[config.mk]
export PLATFORM = sky130hd
export DESIGN_NAME = ysyx_24120013_idu_pipe_flat
export DESIGN_NICKNAME = d
export VERILOG_FILES = /design/src/rtl/ysyx_24120013_pkg.sv /design/src/rtl/ysyx_24120013_idu_pipe_if.sv /design/src/rtl/ysyx_24120013_imm_gen.sv /design/src/rtl/ysyx_24120013_idu_pipe.sv /design/src/flat_wrapper.sv
export SDC_FILE = /design/constraint.sdc
export NUM_CORES = 1
export LEC_CHECK = 0
export ABC_AREA = 0
export CAP_MARGIN = 5
export CORE_MARGIN = 2
export CORE_UTILIZATION = 44
export CTS_BUF_LIST = sky130_fd_sc_hd__clkbuf_16
export CTS_CLUSTER_SIZE = 12
export DETAILED_ROUTE_END_ITERATION = 8
export PLACE_DENSITY_LB_ADDON = 0.25
export SYNTH_ARGS = -nofsm -noshare
export SYNTH_HDL_FRONTEND = slang
export SYNTH_SLANG_ARGS = --single-unit
[constraint.sdc]
create_clock -name clk -period 3.3 [get_ports clk]
set_input_delay 0.99 -clock clk [delete_from_list [all_inputs] [get_ports clk]]
set_output_delay 0.99 -clock clk [all_outputs]
set_load 0.01 [all_outputs]
[src/rtl/ysyx_24120013_pkg.sv]
// Shared RV32I decode definitions: opcodes, command codes and immediate formats
// for the ysyx_24120013 decode stage.
package ysyx_24120013_pkg;

  localparam int CMD_W = 4;

  localparam logic [6:0] OPC_OP_IMM = 7'b0010011;
  localparam logic [6:0] OPC_OP     = 7'b0110011;
  localparam logic [6:0] OPC_LUI    = 7'b0110111;
  localparam logic [6:0] OPC_AUIPC  = 7'b0010111;
  localparam logic [6:0] OPC_JAL    = 7'b1101111;
  localparam logic [6:0] OPC_JALR   = 7'b1100111;
  localparam logic [6:0] OPC_BRANCH = 7'b1100011;
  localparam logic [6:0] OPC_LOAD   = 7'b0000011;
  localparam logic [6:0] OPC_STORE  = 7'b0100011;

  localparam logic [31:0] INST_EBREAK = 32'h0010_0073;

  typedef enum logic [CMD_W-1:0] {
    CMD_NOP     = 4'd0,
    CMD_OP_IMM  = 4'd1,
    CMD_OP      = 4'd2,
    CMD_LUI     = 4'd3,
    CMD_AUIPC   = 4'd4,
    CMD_JAL     = 4'd5,
    CMD_JALR    = 4'd6,
    CMD_BRANCH  = 4'd7,
    CMD_LOAD    = 4'd8,
    CMD_STORE   = 4'd9,
    CMD_EBREAK  = 4'd10,
    CMD_ILLEGAL = 4'd15
  } cmd_e;

  typedef enum logic [2:0] {
    IMM_NONE = 3'd0,
    IMM_I    = 3'd1,
    IMM_S    = 3'd2,
    IMM_B    = 3'd3,
    IMM_U    = 3'd4,
    IMM_J    = 3'd5
  } imm_type_e;

  // Only register-producing classes write rd; stores, branches, ebreak and illegal do not.
  function automatic logic cmd_writes_rd(input cmd_e cmd);
    case (cmd)
      CMD_OP_IMM, CMD_OP, CMD_LUI, CMD_AUIPC,
      CMD_JAL, CMD_JALR, CMD_LOAD: return 1'b1;
      default:                     return 1'b0;
    endcase
  endfunction

endpackage

[src/rtl/ysyx_24120013_idu_pipe_if.sv]
// Fetch-side, register-file and execute-side signals of the decode stage.
// master = surrounding pipeline, slave = decode stage.
interface ysyx_24120013_idu_pipe_if #(
  parameter int DATA_WIDTH = 32,
  parameter int ADDR_WIDTH = 5,
  parameter int CMD_WIDTH  = 4
);

  logic                  in_valid;
  logic                  in_ready;
  logic [31:0]           in_inst;
  logic [DATA_WIDTH-1:0] in_pc;
  logic [ADDR_WIDTH-1:0] raddr1;
  logic [ADDR_WIDTH-1:0] raddr2;
  logic [DATA_WIDTH-1:0] rdata1;
  logic [DATA_WIDTH-1:0] rdata2;
  logic                  out_valid;
  logic                  out_ready;
  logic [DATA_WIDTH-1:0] out_pc;
  logic [DATA_WIDTH-1:0] out_src1;
  logic [DATA_WIDTH-1:0] out_src2;
  logic [ADDR_WIDTH-1:0] out_rd;
  logic                  out_wen;
  logic [31:0]           out_imm;
  logic [CMD_WIDTH-1:0]  out_cmd;
  logic                  out_illegal;
  logic                  halt;

  modport master (
    output in_valid, in_inst, in_pc, rdata1, rdata2, out_ready,
    input  in_ready, raddr1, raddr2, out_valid, out_pc, out_src1, out_src2,
           out_rd, out_wen, out_imm, out_cmd, out_illegal, halt
  );

  modport slave (
    input  in_valid, in_inst, in_pc, rdata1, rdata2, out_ready,
    output in_ready, raddr1, raddr2, out_valid, out_pc, out_src1, out_src2,
           out_rd, out_wen, out_imm, out_cmd, out_illegal, halt
  );

endinterface

[src/rtl/ysyx_24120013_imm_gen.sv]
// Combinational RV32I immediate generator; every format sign-extends from inst[31].
module ysyx_24120013_imm_gen
  import ysyx_24120013_pkg::*;
(
  input  logic [31:0] inst,
  input  imm_type_e   imm_type,
  output logic [31:0] imm
);

  // Reassemble the scattered immediate fields for the selected format
  always_comb begin
    imm = 32'd0;
    case (imm_type)
      IMM_I:   imm = {{20{inst[31]}}, inst[31:20]};
      IMM_S:   imm = {{20{inst[31]}}, inst[31:25], inst[11:7]};
      IMM_B:   imm = {{19{inst[31]}}, inst[31], inst[7], inst[30:25], inst[11:8], 1'b0};
      IMM_U:   imm = {inst[31:12], 12'd0};
      IMM_J:   imm = {{11{inst[31]}}, inst[31], inst[19:12], inst[20], inst[30:21], 1'b0};
      default: imm = 32'd0;
    endcase
  end

endmodule

[src/rtl/ysyx_24120013_idu_pipe.sv]
// Registered RV32I decode stage: opcode classifier, one-entry valid/ready output
// register and a sticky halt raised by an accepted ebreak.
module ysyx_24120013_idu_pipe
  import ysyx_24120013_pkg::*;
#(
  parameter int DATA_WIDTH = 32,
  parameter int ADDR_WIDTH = 5,
  parameter int CMD_WIDTH  = 4
) (
  input logic                     clk,
  input logic                     rst,
  ysyx_24120013_idu_pipe_if.slave bus
);

  cmd_e                  cmd_s;
  imm_type_e             imm_type_s;
  logic [31:0]           imm_s;
  logic                  wen_s;
  logic                  accept_s;

  logic                  out_valid_r;
  logic                  halt_r;
  logic [DATA_WIDTH-1:0] out_pc_r;
  logic [DATA_WIDTH-1:0] out_src1_r;
  logic [DATA_WIDTH-1:0] out_src2_r;
  logic [ADDR_WIDTH-1:0] out_rd_r;
  logic                  out_wen_r;
  logic [31:0]           out_imm_r;
  logic [CMD_WIDTH-1:0]  out_cmd_r;
  logic                  out_illegal_r;

  assign bus.raddr1 = ADDR_WIDTH'(bus.in_inst[19:15]);
  assign bus.raddr2 = ADDR_WIDTH'(bus.in_inst[24:20]);

  assign bus.in_ready = !halt_r && (!out_valid_r || bus.out_ready);
  assign accept_s     = bus.in_valid && bus.in_ready;

  // Classify the opcode into a command and pick its immediate format
  always_comb begin
    cmd_s      = CMD_ILLEGAL;
    imm_type_s = IMM_NONE;
    if (bus.in_inst == INST_EBREAK) begin
      cmd_s = CMD_EBREAK;
    end else begin
      case (bus.in_inst[6:0])
        OPC_OP_IMM: begin cmd_s = CMD_OP_IMM; imm_type_s = IMM_I; end
        OPC_OP:     begin cmd_s = CMD_OP;     imm_type_s = IMM_NONE; end
        OPC_LUI:    begin cmd_s = CMD_LUI;    imm_type_s = IMM_U; end
        OPC_AUIPC:  begin cmd_s = CMD_AUIPC;  imm_type_s = IMM_U; end
        OPC_JAL:    begin cmd_s = CMD_JAL;    imm_type_s = IMM_J; end
        OPC_JALR:   begin cmd_s = CMD_JALR;   imm_type_s = IMM_I; end
        OPC_BRANCH: begin cmd_s = CMD_BRANCH; imm_type_s = IMM_B; end
        OPC_LOAD:   begin cmd_s = CMD_LOAD;   imm_type_s = IMM_I; end
        OPC_STORE:  begin cmd_s = CMD_STORE;  imm_type_s = IMM_S; end
        default:    begin cmd_s = CMD_ILLEGAL; imm_type_s = IMM_NONE; end
      endcase
    end
  end

  assign wen_s = cmd_writes_rd(cmd_s);

  ysyx_24120013_imm_gen u_imm_gen (
    .inst     (bus.in_inst),
    .imm_type (imm_type_s),
    .imm      (imm_s)
  );

  // Output register: load on accept, drop valid once drained, otherwise hold
  always_ff @(posedge clk or negedge rst) begin
    if (!rst) begin
      out_valid_r   <= 1'b0;
      halt_r        <= 1'b0;
      out_pc_r      <= {DATA_WIDTH{1'b0}};
      out_src1_r    <= {DATA_WIDTH{1'b0}};
      out_src2_r    <= {DATA_WIDTH{1'b0}};
      out_rd_r      <= {ADDR_WIDTH{1'b0}};
      out_wen_r     <= 1'b0;
      out_imm_r     <= 32'd0;
      out_cmd_r     <= {CMD_WIDTH{1'b0}};
      out_illegal_r <= 1'b0;
    end else if (accept_s) begin
      out_valid_r   <= 1'b1;
      halt_r        <= halt_r || (cmd_s == CMD_EBREAK);
      out_pc_r      <= bus.in_pc;
      out_src1_r    <= bus.rdata1;
      out_src2_r    <= bus.rdata2;
      out_rd_r      <= wen_s ? ADDR_WIDTH'(bus.in_inst[11:7]) : {ADDR_WIDTH{1'b0}};
      out_wen_r     <= wen_s;
      out_imm_r     <= imm_s;
      out_cmd_r     <= CMD_WIDTH'(cmd_s);
      out_illegal_r <= (cmd_s == CMD_ILLEGAL);
    end else if (bus.out_ready) begin
      out_valid_r   <= 1'b0;
    end else begin
      out_valid_r   <= out_valid_r;
    end
  end

  assign bus.out_valid   = out_valid_r;
  assign bus.halt        = halt_r;
  assign bus.out_pc      = out_pc_r;
  assign bus.out_src1    = out_src1_r;
  assign bus.out_src2    = out_src2_r;
  assign bus.out_rd      = out_rd_r;
  assign bus.out_wen     = out_wen_r;
  assign bus.out_imm     = out_imm_r;
  assign bus.out_cmd     = out_cmd_r;
  assign bus.out_illegal = out_illegal_r;

endmodule

[src/flat_wrapper.sv]
// flat-port wrapper written by rule: the top's interface ports become plain ports
module ysyx_24120013_idu_pipe_flat import ysyx_24120013_pkg::*;
#(
  parameter int DATA_WIDTH = 32,
  parameter int ADDR_WIDTH = 5,
  parameter int CMD_WIDTH  = 4
)
  (clk, rst, bus_in_valid, bus_in_inst, bus_in_pc, bus_rdata1, bus_rdata2, bus_out_ready, bus_in_ready, bus_raddr1, bus_raddr2, bus_out_valid, bus_out_pc, bus_out_src1, bus_out_src2, bus_out_rd, bus_out_wen, bus_out_imm, bus_out_cmd, bus_out_illegal, bus_halt);
  ysyx_24120013_idu_pipe_if #(.DATA_WIDTH(DATA_WIDTH), .ADDR_WIDTH(ADDR_WIDTH), .CMD_WIDTH(CMD_WIDTH)) bus_i ();
  input logic clk;
  input logic rst;
  input wire logic [$bits(bus_i.in_valid)-1:0] bus_in_valid;
  input wire logic [$bits(bus_i.in_inst)-1:0] bus_in_inst;
  input wire logic [$bits(bus_i.in_pc)-1:0] bus_in_pc;
  input wire logic [$bits(bus_i.rdata1)-1:0] bus_rdata1;
  input wire logic [$bits(bus_i.rdata2)-1:0] bus_rdata2;
  input wire logic [$bits(bus_i.out_ready)-1:0] bus_out_ready;
  output wire logic [$bits(bus_i.in_ready)-1:0] bus_in_ready;
  output wire logic [$bits(bus_i.raddr1)-1:0] bus_raddr1;
  output wire logic [$bits(bus_i.raddr2)-1:0] bus_raddr2;
  output wire logic [$bits(bus_i.out_valid)-1:0] bus_out_valid;
  output wire logic [$bits(bus_i.out_pc)-1:0] bus_out_pc;
  output wire logic [$bits(bus_i.out_src1)-1:0] bus_out_src1;
  output wire logic [$bits(bus_i.out_src2)-1:0] bus_out_src2;
  output wire logic [$bits(bus_i.out_rd)-1:0] bus_out_rd;
  output wire logic [$bits(bus_i.out_wen)-1:0] bus_out_wen;
  output wire logic [$bits(bus_i.out_imm)-1:0] bus_out_imm;
  output wire logic [$bits(bus_i.out_cmd)-1:0] bus_out_cmd;
  output wire logic [$bits(bus_i.out_illegal)-1:0] bus_out_illegal;
  output wire logic [$bits(bus_i.halt)-1:0] bus_halt;
  assign bus_i.in_valid = bus_in_valid;
  assign bus_i.in_inst = bus_in_inst;
  assign bus_i.in_pc = bus_in_pc;
  assign bus_i.rdata1 = bus_rdata1;
  assign bus_i.rdata2 = bus_rdata2;
  assign bus_i.out_ready = bus_out_ready;
  assign bus_in_ready = bus_i.in_ready;
  assign bus_raddr1 = bus_i.raddr1;
  assign bus_raddr2 = bus_i.raddr2;
  assign bus_out_valid = bus_i.out_valid;
  assign bus_out_pc = bus_i.out_pc;
  assign bus_out_src1 = bus_i.out_src1;
  assign bus_out_src2 = bus_i.out_src2;
  assign bus_out_rd = bus_i.out_rd;
  assign bus_out_wen = bus_i.out_wen;
  assign bus_out_imm = bus_i.out_imm;
  assign bus_out_cmd = bus_i.out_cmd;
  assign bus_out_illegal = bus_i.out_illegal;
  assign bus_halt = bus_i.halt;
  ysyx_24120013_idu_pipe #(.DATA_WIDTH(DATA_WIDTH), .ADDR_WIDTH(ADDR_WIDTH), .CMD_WIDTH(CMD_WIDTH)) u_core (.clk(clk), .rst(rst), .bus(bus_i));
endmodule
Yosys cells after proc, flatten, opt, wreduce, memory -nomap -nowiden
Cells that the tools add are included.
- mux-type cells: 9
- reduce and logical (&&, ||, !) cells: 10
- eq/ne operators: 24
- operators with widths (cell ; number):
    32-bit one-hot mux with 5 select lines ; 1
    4-bit one-hot mux with 9 select lines ; 1
    32-bit by 21-bit equality test with 1-bit output (second input constant) ; 1
    7-bit by 6-bit equality test with 1-bit output (second input constant) ; 3
    7-bit equality test (second input constant) ; 3
    3-bit one-hot mux with 5 select lines ; 1
    7-bit by 5-bit equality test with 1-bit output (second input constant) ; 2
    4-bit by 3-bit equality test with 1-bit output (second input constant) ; 3
    4-bit equality test (second input constant) ; 3
    4-bit by 2-bit equality test with 1-bit output (second input constant) ; 2
    7-bit by 2-bit equality test with 1-bit output (second input constant) ; 1
    7-bit OR reduction ; 1
    3-bit by 2-bit equality test with 1-bit output (second input constant) ; 2
    3-bit equality test (second input constant) ; 2
    5-bit two-way mux ; 1
    4-bit by 1-bit equality test with 1-bit output (second input constant) ; 1
    4-bit two-way mux ; 1
    3-bit by 1-bit equality test with 1-bit output (second input constant) ; 1
    1-bit two-way mux ; 3
    3-bit two-way mux ; 1
    3-bit OR reduction ; 1
    1-bit logical AND ; 2
    1-bit zero test ; 2
    1-bit logical OR ; 2
    other kinds (2) ; 2
- output and inout port bits: 152
- flip-flop bits (word level): 141

Longest topological paths before layout
Gate-level depths: netlist of the first run.
- depth in word-level cells: 7
- depth in mapped cells: 8
- mapped depth without buffers: 5

Cells and area by module
From an unflattened synthesis of the first run, not the netlist that was laid out.
- cell total of the unflattened synthesis: 716
- area, all modules: 6216.0 µm²
- by module, submodules not included (module ; cells an instance ; instances ; sequential area each (µm²) ; area each (µm²)):
    ysyx_24120013_idu_pipe ; 650 ; 1 ; 3528.4 ; 5825.6
    ysyx_24120013_imm_gen ; 66 ; 1 ; 0.0 ; 390.4

Least setup slack after synthesis of the first run
Ideal clock, no wire load.
- path type: in2reg
- from: input bus_in_inst[3]
- to: register u_core.out_imm_r[12], in the netlist u_core.bus.out_imm[12]
- stages: 7
- arrival time: 2.359 ns
- required time: 3.174 ns
- slack: 0.815 ns
- path through: buf_2 > or3b_1 > a21o_1 > o211a_1 > o21ba_1 > buf_2 > a221o_1
- cells in the longest elaborated chain, start to end: 6
- elaborated cells between the ends (all ways): 19
- those cells by class: eq/ne (14); mux (3); reduce/logical (2)
- ends and longest elaborated chain (element ; line ; RTL):
    from (decl) ; flat_wrapper.sv:13 ; input wire logic [$bits(bus_i.in_inst)-1:0] bus_in_inst;
    7-bit by 5-bit equality test with 1-bit output (tied with other cells) ; ysyx_24120013_idu_pipe.sv:45 ; case (bus.in_inst[6:0])
    3-bit OR reduction (no source line) / 2-bit OR reduction (equally long branches) ; n/a ;
    3-bit one-hot mux with 5 select lines ; ysyx_24120013_idu_pipe.sv:45 ;
    3-bit two-way mux (*) ; ysyx_24120013_idu_pipe.sv:42 ; if (bus.in_inst == INST_EBREAK) begin
    3-bit equality test (tied with other cells) ; ysyx_24120013_imm_gen.sv:13 ; case (imm_type)
    32-bit one-hot mux with 5 select lines (*) ; ysyx_24120013_imm_gen.sv:13 ;
    to (signal assigned) ; ysyx_24120013_idu_pipe.sv:89 ; out_imm_r <= imm_s;
    to (decl) ; ysyx_24120013_idu_pipe.sv:28 ; logic [31:0] out_imm_r;
Mark *: on every way between the ends. The rest lies on a longest branch, timed or not.
A chain may end at the register's enable or synchronous reset.

Final worst setup path of the first run
- from: input bus_out_ready
- to: output bus_in_ready
- cells in the longest elaborated chain, start to end: 2
- ends and longest elaborated chain (element ; line ; RTL):
    from (decl) ; flat_wrapper.sv:17 ; input wire logic [$bits(bus_i.out_ready)-1:0] bus_out_ready;
    1-bit logical OR ; ysyx_24120013_idu_pipe.sv:35 ; assign bus.in_ready = !halt_r && (!out_valid_r || bus.out_ready);
    1-bit logical AND ; ysyx_24120013_idu_pipe.sv:35 ;
    to (decl) ; flat_wrapper.sv:18 ; output wire logic [$bits(bus_i.in_ready)-1:0] bus_in_ready;
No other way between the ends.

==> impl_metrics.py, run 1 <==
metrics = {
    "outcome": {
        "status": "complete, no violations",
    },
    "clock_tree": {
        "cts_buffers": 17,
        "cts_tree": "done",
        "ctsHoldBuffers": 0,
        "htree_levels": 4,
        "clk_path_buf_depth": 2,
        "insertion_delay_ns": 0.42,
        "ctsResizeCount": 0,
        "clock-root-buffer": "clkbuf_16",
        "worst_setup_hold_path_clk_slew_ns": 0.06,
        "post_cts_buffers": 0,
        "clock-sinks": 141,
    },
    "floorplan": {
        "start_util_pct": 45.0,
        "core_um2": 13200,
        "die-area_um2": 14500,
        "dieHeight_um": 120,
        "fp-row-count": 42,
        "pin_count": 284,
        "die_x_um": 120,
    },
    "setup_path": {
        "path_cells": "clkdlybuf4s50_1, nor2b_1, nor2_1, clkdlybuf4s50_1",
        "path_class": "input pin to primary output",
        "cp_max_fo": 3,
        "path_common_cell": "clkdlybuf4s50_1",
        "crit_path_top_delay_cell": "clkdlybuf4s50_1",
        "cp-end-kind": "primary output",
        "cp.arrival_ns": 2.20,
        "worst_setup_path_start_kind": "input pin",
        "worstPathRequired_ns": 2.31,
        "cpPeakStageDelay_ns": 0.56,
    },
    "power": {
        "power.total_mw": 5.67,
        "vdd_drop_max_mv": 0.329,
        "power.leakage_nw": 4.56,
        "power.density_nw_per_um2": 587,
    },
    "layout": {
        "area_delta_synth_final_pct": 61.9,
        "drive_gt1_share_pct": 8.36,
        "instances_no_fill": 1085,
        "fin_area_um2": 9650,
        "n_antenna_cell": 0,
        "layout.nets": 1029,
    },
    "global_route": {
        "grt_pass1_wl_um": 28800,
        "grt-ovfl-total": 0,
        "grt_max_degree": 92,
        "grt_pass1_vias": 5480,
        "antenna_found_initial": 0,
        "grtUsageTotal_pct": 25.8,
    },
    "synthesis": {
        "synth-async-reset-ratio_pct": 100,
        "syn_area_um2": 5960,
        "synth.yosys.seq_area_share_pct": 59.2,
        "ys_types": 61,
        "avgSynthCellArea_um2": 9.66,
        "synth_cells": 617,
        "synth-edff-count": 0,
        "ys.flop_type": "dfrtp_1",
        "ys_seq_elements": 141,
        "yosys_warnings": 0,
        "synth_nets": 749,
    },
    "placement": {
        "hpwl_um": 13600,
        "gp_congestion": 0.883,
        "numPortBuffers": 283,
        "postPlaceCellArea_um2": 9000,
        "placed_cells": 1054,
        "pre_cts_slack_ns": 0.0532,
    },
    "timing": {
        "finalMaxSlewViolations": 0,
        "timing.setup.tns_ns": 0,
        "timing.final.crit_share_pct": 96.6,
        "final-setup-viol-count": 0,
        "finClkSkew_ns": 0.00654,
        "fmax_ghz": 0.314,
        "fin_ws_ns": 0.114,
        "worstMarginPinSlew_ns": 0.746,
        "rsz0062_at_grt": "false",
        "relSlewSlack_pct": 50.1,
        "hold_viol_final": 0,
        "post-route-min-period_ns": 3.19,
    },
    "detailed_routing": {
        "drt_iter0_drc": 317,
        "viasPerCell": 5.18,
        "drcViolationCount": 0,
        "first_pass_iters": 5,
        "avgRoutedWirePerCell_um": 17.2,
        "wl_um": 18700,
        "num_vias": 5622,
        "postRouteAntennaNets": 0,
    },
    "run": {
        "maxCapViolCount": 0,
    },
    "min_path": {
        "hold_path_class": "register to register",
    },
}
[stage by stage]
step | hold WS, ns | utilization (%)
after detailed placement | 0.461 | 68.0
after global routing | 0.485 | 72.9
final | 0.469 | 72.9
after floorplan | 0.507 | -
after global placement | 0.455 | 68.0
after CTS | 0.475 | 72.9
[power breakdown]
| part | switching (mW) | total, mW | internal, mW |
|---|---|---|---|
| Combinational | 0.650 | 1.41 | 0.765 |
| Sequential | 0.144 | 2.14 | 2.00 |
| Clock | 0.709 | 2.11 | 1.40 |
| Total | 1.50 | 5.67 | 4.16 |
[logic make-up (layout without fill, tap and decap cells)]
group	Yosys count	count (layout)	share of synthesized area (%)
and+or+nand+nor	346	346	24.1
xor gates and xnor gates	2	2	0.294
DFF	141	141	59.2
AOI/OAI and AO/OA	77	77	11.7
buffers and inverters	51	343	4.66
[sequential cells by signal, indices dropped and copies added, names as in the netlist]
name and count:
u_core.bus.out_rd 5, u_core.bus.out_imm 32, u_core.bus.out_cmd 4, u_core.bus.out_wen 1, u_core.bus.out_valid 1, u_core.bus.out_pc 32
u_core.bus.out_src1 32, u_core.bus.out_src2 32, u_core.bus.halt 1, u_core.bus.out_illegal 1
[placed cells by master, fill, tap and decap left out, drive strengths merged, types with 2 or more instances in the layout]
cell type	Yosys	layout
xor2	2	2
a22o	5	5
inv	4	5
nor3	8	8
nor4b	2	2
o311ai	2	2
a21oi	4	4
nand2	297	297
a2111o	2	2
clkinv	0	7
o211ai	2	2
o21ai	9	9
dfrtp	141	141
buf	26	26
a32o	10	10
a211oi	4	4
and2	2	2
a21o	6	6
nor4	5	5
o31a	2	2
nor3b	2	2
o31ai	2	2
and3	2	2
nand4	3	3
bufinv	0	6
nand2b	3	3
clkdlybuf4s50	0	282
or2	3	3
nor2	7	7
clkbuf	21	17
or3b	2	2
a32oi	2	2
a221o	19	19
[Yosys cell counts (all sizes together), types with 2 or more instances]
cell / number / share of area [%]
nand2: 297 / 19
dfrtp: 141 / 59
buf: 26 / 3.1
clkbuf: 21 / 1.3
a221o: 19 / 3.4
a32o: 10 / 1.7
o21ai: 9 / 0.76
nor3: 8 / 0.76
nor2: 7 / 0.48
a21o: 6 / 0.76
a22o: 5 / 0.73
nor4: 5 / 0.52
a211oi: 4 / 0.76
a21oi: 4 / 0.40
inv: 4 / 0.25
nand2b: 3 / 0.32
nand4: 3 / 0.32
or2: 3 / 0.32
a2111o: 2 / 0.38
a32oi: 2 / 0.29
and2: 2 / 0.21
and3: 2 / 0.21
nor3b: 2 / 0.25
nor4b: 2 / 0.29
o211ai: 2 / 0.34
o311ai: 2 / 0.42
o31a: 2 / 0.29
o31ai: 2 / 0.34
or3b: 2 / 0.29
xor2: 2 / 0.29
[worst max-delay path, delay by kind of cell]
kind / cells / cell delay, ns
simple gates: 2 / 0.19
buf+inv: 2 / 1.01
[worst paths after layout]
kind	start	to	slack, ns	cells after the start
min	u_core.bus.out_pc[6]	u_core.bus.out_pc[6]	0.47	2
max in group asynchronous	rst	u_core.bus.out_pc[10]	2.05	2
min in group asynchronous	rst	u_core.bus.out_src2[15]	0.56	1
max	bus_out_ready	bus_in_ready	0.11	4
max reg2reg	u_core.bus.out_valid	u_core.bus.out_imm[14]	1.14	5
min reg2reg	u_core.bus.out_pc[6]	u_core.bus.out_pc[6]	0.47	2
[metal layers]
layer  global-route usage, %  up-vias  share of wire (%)
met3                    7.26       41                8.6
met2                    43.8      292                 50
met4                    10.2        0                2.9
li1                        -     2607                  -
met5                       0        -                  0
met1                    31.2     2682                 39
[area by class of cell]
cell class / count / area (um^2)
Fill cell: 978 / 3590
Inverter: 4 / 15.0
Sequential cell: 141 / 3530
Multi-Input combinational cell: 425 / 2160
Timing Repair Buffer: 308 / 3070
Tap cell: 176 / 220
Clock buffer: 17 / 425
Clock inverter: 14 / 223
No activity file was read; power rests on OpenSTA's default activity.
==> run 2: changes to the inputs <==
- CTS_BUF_LIST: sky130_fd_sc_hd__clkbuf_16 -> not set
==> run 2 against run 1 <==
Against the previous run:
- clock power is 5% higher
- final cell count unchanged
- wire length about the same
- critical path depth did not move
- non-clock buffer count unchanged
- combinational power about the same
- register-to-register slack is essentially flat
- worst hold slack better by 0.00061 ns
- largest cell class unchanged
==> impl_metrics.py, run 2 (synthesis gave the netlist of run 1 again) <==
metrics = {
    "layout": {
        "final_cell_mix": "296 x nand2_1, 282 x clkdlybuf4s50_1, 141 x dfrtp_1",
        "n_antenna_cell": 0,
        "fill_cells": 977,
        "final_util_pct": 73.2,
        "area_delta_synth_final_pct": 62.6,
        "mostFrequentLayoutCell": "nand2_1",
        "drive_gt1_share_pct": 8.80,
        "layout.nets": 1029,
    },
    "setup_path": {
        "worstRegToRegCells": 5,
        "path_depth": 4,
        "cp.arrival_ns": 2.20,
        "path_class": "input pin to primary output",
        "endpoint": "bus_in_ready",
        "r2r_start": "u_core.bus.out_valid",
        "crit_path_top_delay_cell": "clkdlybuf4s50_1",
        "cpPeakStageDelay_ns": 0.56,
        "cp_num_buf_inv": 2,
        "worstPathRequired_ns": 2.31,
        "r2r-end": "u_core.bus.out_imm[14]",
        "worst-r2r-setup-slack_ns": 1.13,
        "crit_path_start": "bus_out_ready",
        "path_common_cell": "clkdlybuf4s50_1",
        "path_cells": "clkdlybuf4s50_1, nor2b_1, nor2_1, clkdlybuf4s50_1",
        "cp_top_family": "buffers and inverters",
        "cp_max_fo": 3,
        "cp-end-kind": "primary output",
        "worst_setup_path_start_kind": "input pin",
    },
    "clock_tree": {
        "clk_path_buf_depth": 2,
        "worst_setup_hold_path_clk_slew_ns": 0.06,
        "ctsHoldBuffers": 0,
        "clock-sinks": 141,
        "ctsResizeCount": 0,
        "clock-root-buffer": "clkbuf_16",
        "cts_buffers": 17,
        "post_cts_buffers": 0,
        "insertion_delay_ns": 0.42,
        "cts_tree": "done",
        "htree_levels": 4,
    },
    "run": {
        "maxCapViolCount": 0,
    },
    "floorplan": {
        "core_um2": 13200,
        "die_x_um": 120,
        "pin_count": 284,
        "fp-row-count": 42,
        "start_util_pct": 45.0,
        "die-area_um2": 14500,
        "dieHeight_um": 120,
    },
    "timing": {
        "finClkSkew_ns": 0.00842,
        "final-setup-viol-count": 0,
        "timing.final.crit_share_pct": 96.6,
        "fmax_ghz": 0.314,
        "post-route-min-period_ns": 3.19,
        "relSlewSlack_pct": 49.2,
        "rsz0062_at_grt": "false",
        "finalMaxSlewViolations": 0,
        "worstMarginPinSlew_ns": 0.758,
        "fin_ws_ns": 0.114,
        "hold_viol_final": 0,
        "timing.setup.tns_ns": 0,
    },
    "power": {
        "power.density_nw_per_um2": 595,
        "clkPwrFrac_pct": 38.3,
        "power.leakage_nw": 4.58,
        "p_seq_share_pct": 37.2,
        "vdd_drop_max_mv": 0.332,
        "internal-power_mw": 4.26,
        "swShare_pct": 26.1,
        "p_comb_share_pct": 24.5,
        "power.switching_mw": 1.51,
    },
    "global_route": {
        "grt_util_met1_pct": 31.3,
        "grt_pass1_vias": 5485,
        "grt-ovfl-total": 0,
        "grtUsageTotal_pct": 25.9,
        "grt_pass1_wl_um": 28800,
        "antenna_found_initial": 0,
        "grt_use_met2_pct": 43.6,
        "grt_max_degree": 92,
        "grt-busiest-layer": "met2",
        "grt_util_met3_pct": 7.69,
    },
    "placement": {
        "gp_congestion": 0.883,
        "numPortBuffers": 283,
        "pre_cts_slack_ns": 0.0532,
        "hpwl_um": 13600,
    },
    "detailed_routing": {
        "drt_iter0_drc": 359,
        "viasPerCell": 5.15,
        "postRouteAntennaNets": 0,
        "first_pass_iters": 5,
        "drcViolationCount": 0,
        "wl_um": 18700,
        "avgRoutedWirePerCell_um": 17.2,
        "num_vias": 5586,
    },
    "outcome": {
        "status": "complete, no violations",
    },
    "min_path": {
        "hold_path_class": "register to register",
    },
}
[run 2: tightest hold or removal path, stage by stage, from the launching register on]
cell and delay [ns]:
dfrtp_1 0.34, nand2_1 0.05, nand2_1 0.05
[run 2: worst min-delay path by stage]
stage	startpoint	to	slack [ns]	cells past startpoint
finish	u_core.bus.out_pc[6]	u_core.bus.out_pc[6]	0.47	2
global route	u_core.bus.out_src1[22]	u_core.bus.out_src1[22]	0.49	2
CTS	u_core.bus.out_src2[5]	u_core.bus.out_src2[5]	0.47	2
detailed placement	u_core.bus.out_src2[5]	u_core.bus.out_src2[5]	0.46	2
global placement	u_core.bus.out_cmd[0]	u_core.bus.out_cmd[0]	0.45	2
floorplan	u_core.bus.out_cmd[0]	u_core.bus.out_cmd[0]	0.51	2
[run 2: per-stage QoR]
step                      power (mW)  cell area [um^2]  hold WS, ns  cells
final                           5.76              9690        0.470   1085
after detailed placement        3.59              9000        0.461   1054
after global placement          3.55              9000        0.455   1054
after global routing            6.02              9690        0.485   1085
after CTS                       5.81              9690        0.475   1085
after floorplan                 2.67              5960        0.507    617
[run 2: final cells by class]
class	count	area (um^2)	share of cell area, %
clock inverters	10	208	2.14
clock buffers	21	480	4.96
well taps	176	220	2.27
flip-flops and latches	141	3530	36.4
multi-input cells	425	2160	22.3
repair buffers	308	3070	31.7
inverters	4	15.0	0.155
[run 2: metal layers]
| layer | vias to the layer above | part of all wire, % |
|---|---|---|
| li1 | 2607 | - |
| met1 | 2660 | 39 |
| met2 | 283 | 50 |
| met3 | 36 | 8.2 |
| met4 | 0 | 2.7 |
| met5 | - | 0 |
[run 2: power by group through the flow]
stage	clock network, mW	logic, mW	registers (mW)
2_1_floorplan	0	0.373	2.29
3_3_place_gp	0	1.40	2.16
3_5_place_dp	0	1.42	2.17
4_1_cts	2.24	1.43	2.14
5_1_grt	2.32	1.53	2.17
6_report	2.21	1.42	2.14
